`src/rtl/mem_arbiter.sv`:
```
// mem_arbiter: shares one single-port synchronous data memory between two masters,
// M0 (CPU) and M1 (I/O loader / debug port).
//
// Ownership is round-robin with a bounded burst. While the other master is waiting, an
// owner gets at most MAX_BURST consecutive granted cycles. An uncontended owner may hold
// ownership indefinitely. Handoff between owners costs no bubble cycle. The first access
// from idle is granted one cycle after the request.
//
// Optional feature (compile-time macro MEM_ARB_LOCK_EN): adds m0_lock/m1_lock. While the
// owner's lock is high it keeps ownership, even with req low, and is never forced to hand
// off.
//
// Ports:
//   clk, rst_n                  clock, asynchronous active-low reset
//   mX_req/we/addr/wdata        master X access request (held stable until mX_gnt)
//   mX_gnt                      master X access performed this cycle
//   mX_rvalid/rdata             master X read return, one cycle after a granted read
//   mX_lock                     (MEM_ARB_LOCK_EN only) master X holds ownership
//   mem_we/addr/data            memory command pins, all zero when nobody is granted
//   mem_in                      memory read data, one cycle after the read address
module mem_arbiter #(
    parameter int unsigned ADDR_WIDTH = 6,
    parameter int unsigned DATA_WIDTH = 16,
    parameter int unsigned MAX_BURST  = 4
) (
    input  logic                  clk,
    input  logic                  rst_n,

    input  logic                  m0_req,
    input  logic                  m0_we,
    input  logic [ADDR_WIDTH-1:0] m0_addr,
    input  logic [DATA_WIDTH-1:0] m0_wdata,
    output logic                  m0_gnt,
    output logic                  m0_rvalid,
    output logic [DATA_WIDTH-1:0] m0_rdata,

    input  logic                  m1_req,
    input  logic                  m1_we,
    input  logic [ADDR_WIDTH-1:0] m1_addr,
    input  logic [DATA_WIDTH-1:0] m1_wdata,
    output logic                  m1_gnt,
    output logic                  m1_rvalid,
    output logic [DATA_WIDTH-1:0] m1_rdata,

`ifdef MEM_ARB_LOCK_EN
    input  logic                  m0_lock,
    input  logic                  m1_lock,
`endif

    output logic                  mem_we,
    output logic [ADDR_WIDTH-1:0] mem_addr,
    output logic [DATA_WIDTH-1:0] mem_data,
    input  logic [DATA_WIDTH-1:0] mem_in
);

    localparam int unsigned CNT_W = $clog2(MAX_BURST) + 1;
    // Count value at which the current granted cycle is the MAX_BURST-th one.
    localparam logic [CNT_W-1:0] CNT_LAST = CNT_W'(MAX_BURST - 1);
    localparam logic [CNT_W-1:0] CNT_SAT  = {CNT_W{1'b1}};

    typedef enum logic [1:0] {
        StIdle,
        StOwn0,
        StOwn1
    } state_e;

    state_e           state_q;
    logic             last_owner_q;
    logic [CNT_W-1:0] burst_cnt_q;
    logic             rv0_q;
    logic             rv1_q;

    logic lock0;
    logic lock1;

`ifdef MEM_ARB_LOCK_EN
    assign lock0 = m0_lock;
    assign lock1 = m1_lock;
`else
    assign lock0 = 1'b0;
    assign lock1 = 1'b0;
`endif

    // Grants depend only on registered ownership, so at most one can be high.
    assign m0_gnt = (state_q == StOwn0) & m0_req;
    assign m1_gnt = (state_q == StOwn1) & m1_req;

    always_comb begin
        mem_we   = 1'b0;
        mem_addr = '0;
        mem_data = '0;
        if (m0_gnt) begin
            mem_we   = m0_we;
            mem_addr = m0_addr;
            mem_data = m0_wdata;
        end else if (m1_gnt) begin
            mem_we   = m1_we;
            mem_addr = m1_addr;
            mem_data = m1_wdata;
        end
    end

    // Read data is shared; each master qualifies it with its own rvalid.
    assign m0_rdata  = mem_in;
    assign m1_rdata  = mem_in;
    assign m0_rvalid = rv0_q;
    assign m1_rvalid = rv1_q;

    // Owner-relative view of the request lines.
    logic own_is1;
    logic own_req;
    logic own_lock;
    logic oth_req;
    logic burst_done;
    logic release_own;

    always_comb begin
        own_is1     = (state_q == StOwn1);
        own_req     = own_is1 ? m1_req : m0_req;
        own_lock    = own_is1 ? lock1 : lock0;
        oth_req     = own_is1 ? m0_req : m1_req;
        burst_done  = (burst_cnt_q >= CNT_LAST);
        // Leave when done, or when a granted MAX_BURST-th cycle meets a waiting master.
        release_own = ~own_lock & (~own_req | (oth_req & burst_done));
    end

    always_ff @(posedge clk or negedge rst_n) begin
        if (!rst_n) begin
            state_q      <= StIdle;
            last_owner_q <= 1'b1;
            burst_cnt_q  <= '0;
            rv0_q        <= 1'b0;
            rv1_q        <= 1'b0;
        end else begin
            rv0_q <= m0_gnt & ~m0_we;
            rv1_q <= m1_gnt & ~m1_we;
            case (state_q)
                StIdle: begin
                    if (m0_req && m1_req) begin
                        state_q <= last_owner_q ? StOwn0 : StOwn1;
                    end else if (m0_req) begin
                        state_q <= StOwn0;
                    end else if (m1_req) begin
                        state_q <= StOwn1;
                    end
                end
                StOwn0, StOwn1: begin
                    if (release_own) begin
                        last_owner_q <= own_is1;
                        burst_cnt_q  <= '0;
                        if (oth_req) begin
                            state_q <= own_is1 ? StOwn0 : StOwn1;
                        end else begin
                            state_q <= StIdle;
                        end
                    end else if (own_req && (burst_cnt_q != CNT_SAT)) begin
                        burst_cnt_q <= burst_cnt_q + CNT_W'(1);
                    end
                end
                default: state_q <= StIdle;
            endcase
        end
    end

endmodule

```
`config.mk`:
```
export PLATFORM = sky130hd
export DESIGN_NAME = mem_arbiter
export DESIGN_NICKNAME = d
export VERILOG_FILES = /design/src/rtl/mem_arbiter.sv
export SDC_FILE = /design/constraint.sdc
export NUM_CORES = 1
export LEC_CHECK = 0
export ABC_AREA = 1
export CORE_ASPECT_RATIO = 1.1
export CORE_MARGIN = 2
export CORE_UTILIZATION = 28
export DETAILED_ROUTE_END_ITERATION = 8
export GPL_ROUTABILITY_DRIVEN = 1
export PLACE_DENSITY = 0.79
export SYNTH_ARGS = -nofsm -noshare
export SYNTH_HDL_FRONTEND = slang
export SYNTH_SLANG_ARGS = --single-unit
```
`constraint.sdc`:
```
create_clock -name clk -period 1.8 [get_ports clk]
set_input_delay 0.36 -clock clk [delete_from_list [all_inputs] [get_ports clk]]
set_output_delay 0.36 -clock clk [all_outputs]
set_load 0.05 [all_outputs]
```
==> metrics.yaml <==
final_layout:
  nNetsFinal: 312
  stdcell_count: 290
  n_antenna_cell: 0
  drive_gt1_share_pct: 50.4
  area_growth_syn_to_layout_pct: 123
run:
  maxCapViolCount: 0
pwr:
  leakage_nw: 1.17
  p_per_area_nw_per_um2: 1170
  peakVddDrop_v: 0.000548
floorplan:
  die_width_um: 64.7
  core_um2: 3930
  dieArea_um2: 4580
  die_h_um: 70.8
  rows: 24
  start_util_pct: 28.8
  io_pins: 125
setup_path:
  r2r_slack_ns: 0.22
  r2r_end: "burst_cnt_q[0]"
  critical_path_buf_inv_count: 4
  worst_setup_path_startpoint: "state_q[1]"
  crit_cells: 8
  crit_end: "mem_data[10]"
  crit_family: "buffers and inverters"
  crit_arrival_ns: 1.55
  start_kind: "register"
  endpoint_kind: "output port"
  path_cells: "inv_2 > ha_4 > nand2_8 > clkinv_8 > clkbuf_16 > nand2_2 > nand2_2 > buf_12"
  path_common_cell: "nand2_2"
  regToRegStartpoint: "state_q[1]"
  cp_slowest_cell: "dfrtp_1"
  critical_path_class: "reg -> out"
  cp_max_fo: 7
  worstPathRequired_ns: 1.44
  reg2regPathDepth: 6
  worst_path_largest_cell_delay_ns: 0.43
timing:
  hold_violations: 0
  fin_crit_sh_pct: 106
  fmax_mhz: 522
  fin_worst_hold_slack_ns: 0.411
  min_period_ns: 1.91
  relSlewSlack_pct: 76.4
  slew_viol_final: 0
  setup_violations: 24
  worst_slack_ns: -0.115
  worst_pin_slew_ns: 0.353
  fin_skew_ns: 0.00385
  rsz0062_at_grt: "yes"
place:
  port_buffers: 76
  dp_hpwl_mm: 2.99
  post-place-ws_ns: -0.107
  gp_congestion: 0.814
  dp_cells: 276
logic_synthesis:
  synth_commonest_cells: "68 x nand2_1, 33 x buf_4, 18 x nand3_1, 11 x nand3_2"
  yosysTopAreaCellShare_pct: 22.5
  synthTopCellsByArea: "nand2_1 22%, buf_4 22%, dfrtp_1 15%, nand3_2 9.7%, nand3_1 7.9%"
  syn_avg_cell_area_um2: 6.52
  synth_mux_area_share_pct: 0
  ys_warn_count: 0
  yosysMostFrequentCell: "nand2_1"
  synthArstFlopShare_pct: 100
  synth_cell_types: 16
  synth_ff_type: "dfrtp_1"
  syn_area_um2: 1130
  synth_xor_area_share_pct: 0.772
  synth_edf_count: 0
  synth-simple-area-share_pct: 44.0
  syn-instance-count: 174
  synth_seq_cells: 8
  seq_area_frac_synth_pct: 17.8
  synth_top_area_cell: "nand2_1"
  synth_top_family_by_area: "simple AND/OR/NAND/NOR gates"
  synth_fp_nets: 247
  synth_compound_area_share_pct: 2.54
  synthAdderAreaFrac_pct: 7.72
route:
  wire_per_inst_um: 15.4
  ant_nets: 0
  num_vias: 1363
  avgViaCountPerCell: 4.70
  dr.pass1.iters: 4
  finalWirelength_mm: 4.47
  drtIter0Drc: 49
  drc_errors: 0
outcome:
  violations: "setup timing"
  status: "finished with violations"
grt:
  grt_usage_pct: 17.2
  antenna_found_initial: 0
  grt_start_max_net_pins: 15
  grt-ovfl-total: 0
  grt_pass1_wl_mm: 6.26
  grt_pass1_vias: 1346
clock_tree:
  ctsHtreeMaxLevel: 1
  cts_buffer_depth: 2
  numCtsBuffers: 3
  clkTransAtPathRegs_ns: 0.04
  clk_root_buffer_cell: "clkbuf_8"
  clk_latency_ns: 0.22
  cts.sinks: 8
  cts_tree: "yes"
worst_hold_path:
  hold_class: "in -> async"
worst reg2reg max path, delay by kind of cell, from the launching register on:
family	cells	cell delay, ns
AO/OA/AOI/OAI	1	0.13
AND/OR/NAND/NOR	1	0.17
adder cells (fa/ha/maj)	1	0.39
flip-flops	1	0.43
XOR/XNOR	1	0.17
buffers and inverters	2	0.21
layer usage:
| layer | routed length (um) | vias to the layer above | global-route usage [%] | part of all wire [%] |
|---|---|---|---|---|
| li1 | - | 645 | - | - |
| met1 | 1550 | 644 | 17.9 | 35 |
| met2 | 2480 | 62 | 33.6 | 55 |
| met3 | 303 | 12 | 4.61 | 6.8 |
| met4 | 135 | 0 | 3.78 | 3.0 |
| met5 | 0 | - | 0 | 0 |
state kept, by name, indices dropped and copies added (netlist names):
name,flops
burst_cnt_q,3
state_q,2
last_owner_q,1
m0_rvalid,1
m1_rvalid,1
through the flow:
step                utilization [%]  total power (W)  cell area, um2  TNS, ns
detailed placement             53.3          0.00234            2100    -1.82
CTS                            59.1          0.00278            2330    -1.26
global placement               53.3          0.00229            2100    -1.41
finish                         64.3          0.00296            2530    -1.76
global route                   64.3          0.00310            2530    -2.94
floorplan                         -          0.00156            1160        0
report_power, final:
| group | switching [W] | internal, W | leakage [nW] |
|---|---|---|---|
| combinational | 0.00130 | 0.00113 | 1.04 |
| sequential | 0.0000611 | 0.000247 | 0.102 |
| clock | 0.0000639 | 0.000153 | 0.0228 |
| total | 0.00143 | 0.00153 | 1.17 |
placed cells by master (no fill, tap or decap), drive strengths merged:
master,count
o21ai,1
dfrtp,7
buf,47
nand2,72
nand3,29
dlygate4sd2,2
a21oi,4
clkbuf,6
inv,8
clkdlybuf4s50,47
clkinv,1
xor2,1
ha,7
dfstp,1
nor2,5
worst min-delay path by stage:
| stage | from | to | slack, ns |
|---|---|---|---|
| after global routing | rst_n | burst_cnt_q[0] | 0.44 |
| after floorplan | rst_n | burst_cnt_q[0] | 0.06 |
| final | rst_n | burst_cnt_q[1] | 0.41 |
| after global placement | last_owner_q | last_owner_q | 0.47 |
| after CTS | rst_n | burst_cnt_q[1] | 0.42 |
| after detailed placement | last_owner_q | last_owner_q | 0.48 |
logic make-up after synthesis:
| kind of cell | after synthesis |
|---|---|
| flops | 8 |
| simple gates | 106 |
| buf+inv | 47 |
| fa+ha+maj | 7 |
| xor+xnor | 1 |
| compound gates | 5 |
cell type report:
| class | instances | area [um2] |
|---|---|---|
| Tap cell | 52 | 65.1 |
| Sequential cell | 8 | 203 |
| Fill cell | 284 | 1400 |
| Inverter | 9 | 48.8 |
| Timing Repair Buffer | 98 | 1280 |
| Clock buffer | 4 | 45.0 |
| Multi-Input combinational cell | 119 | 885 |
what timing repair did:
action,CTS,global route
pin swaps,7,11
gates resized for setup,37,41
buffers inserted,7,2
endpoints found under the setup margin,24,24
hold buffers,0,0
gates cloned,1,2
(Power assumes the default switching activity.)
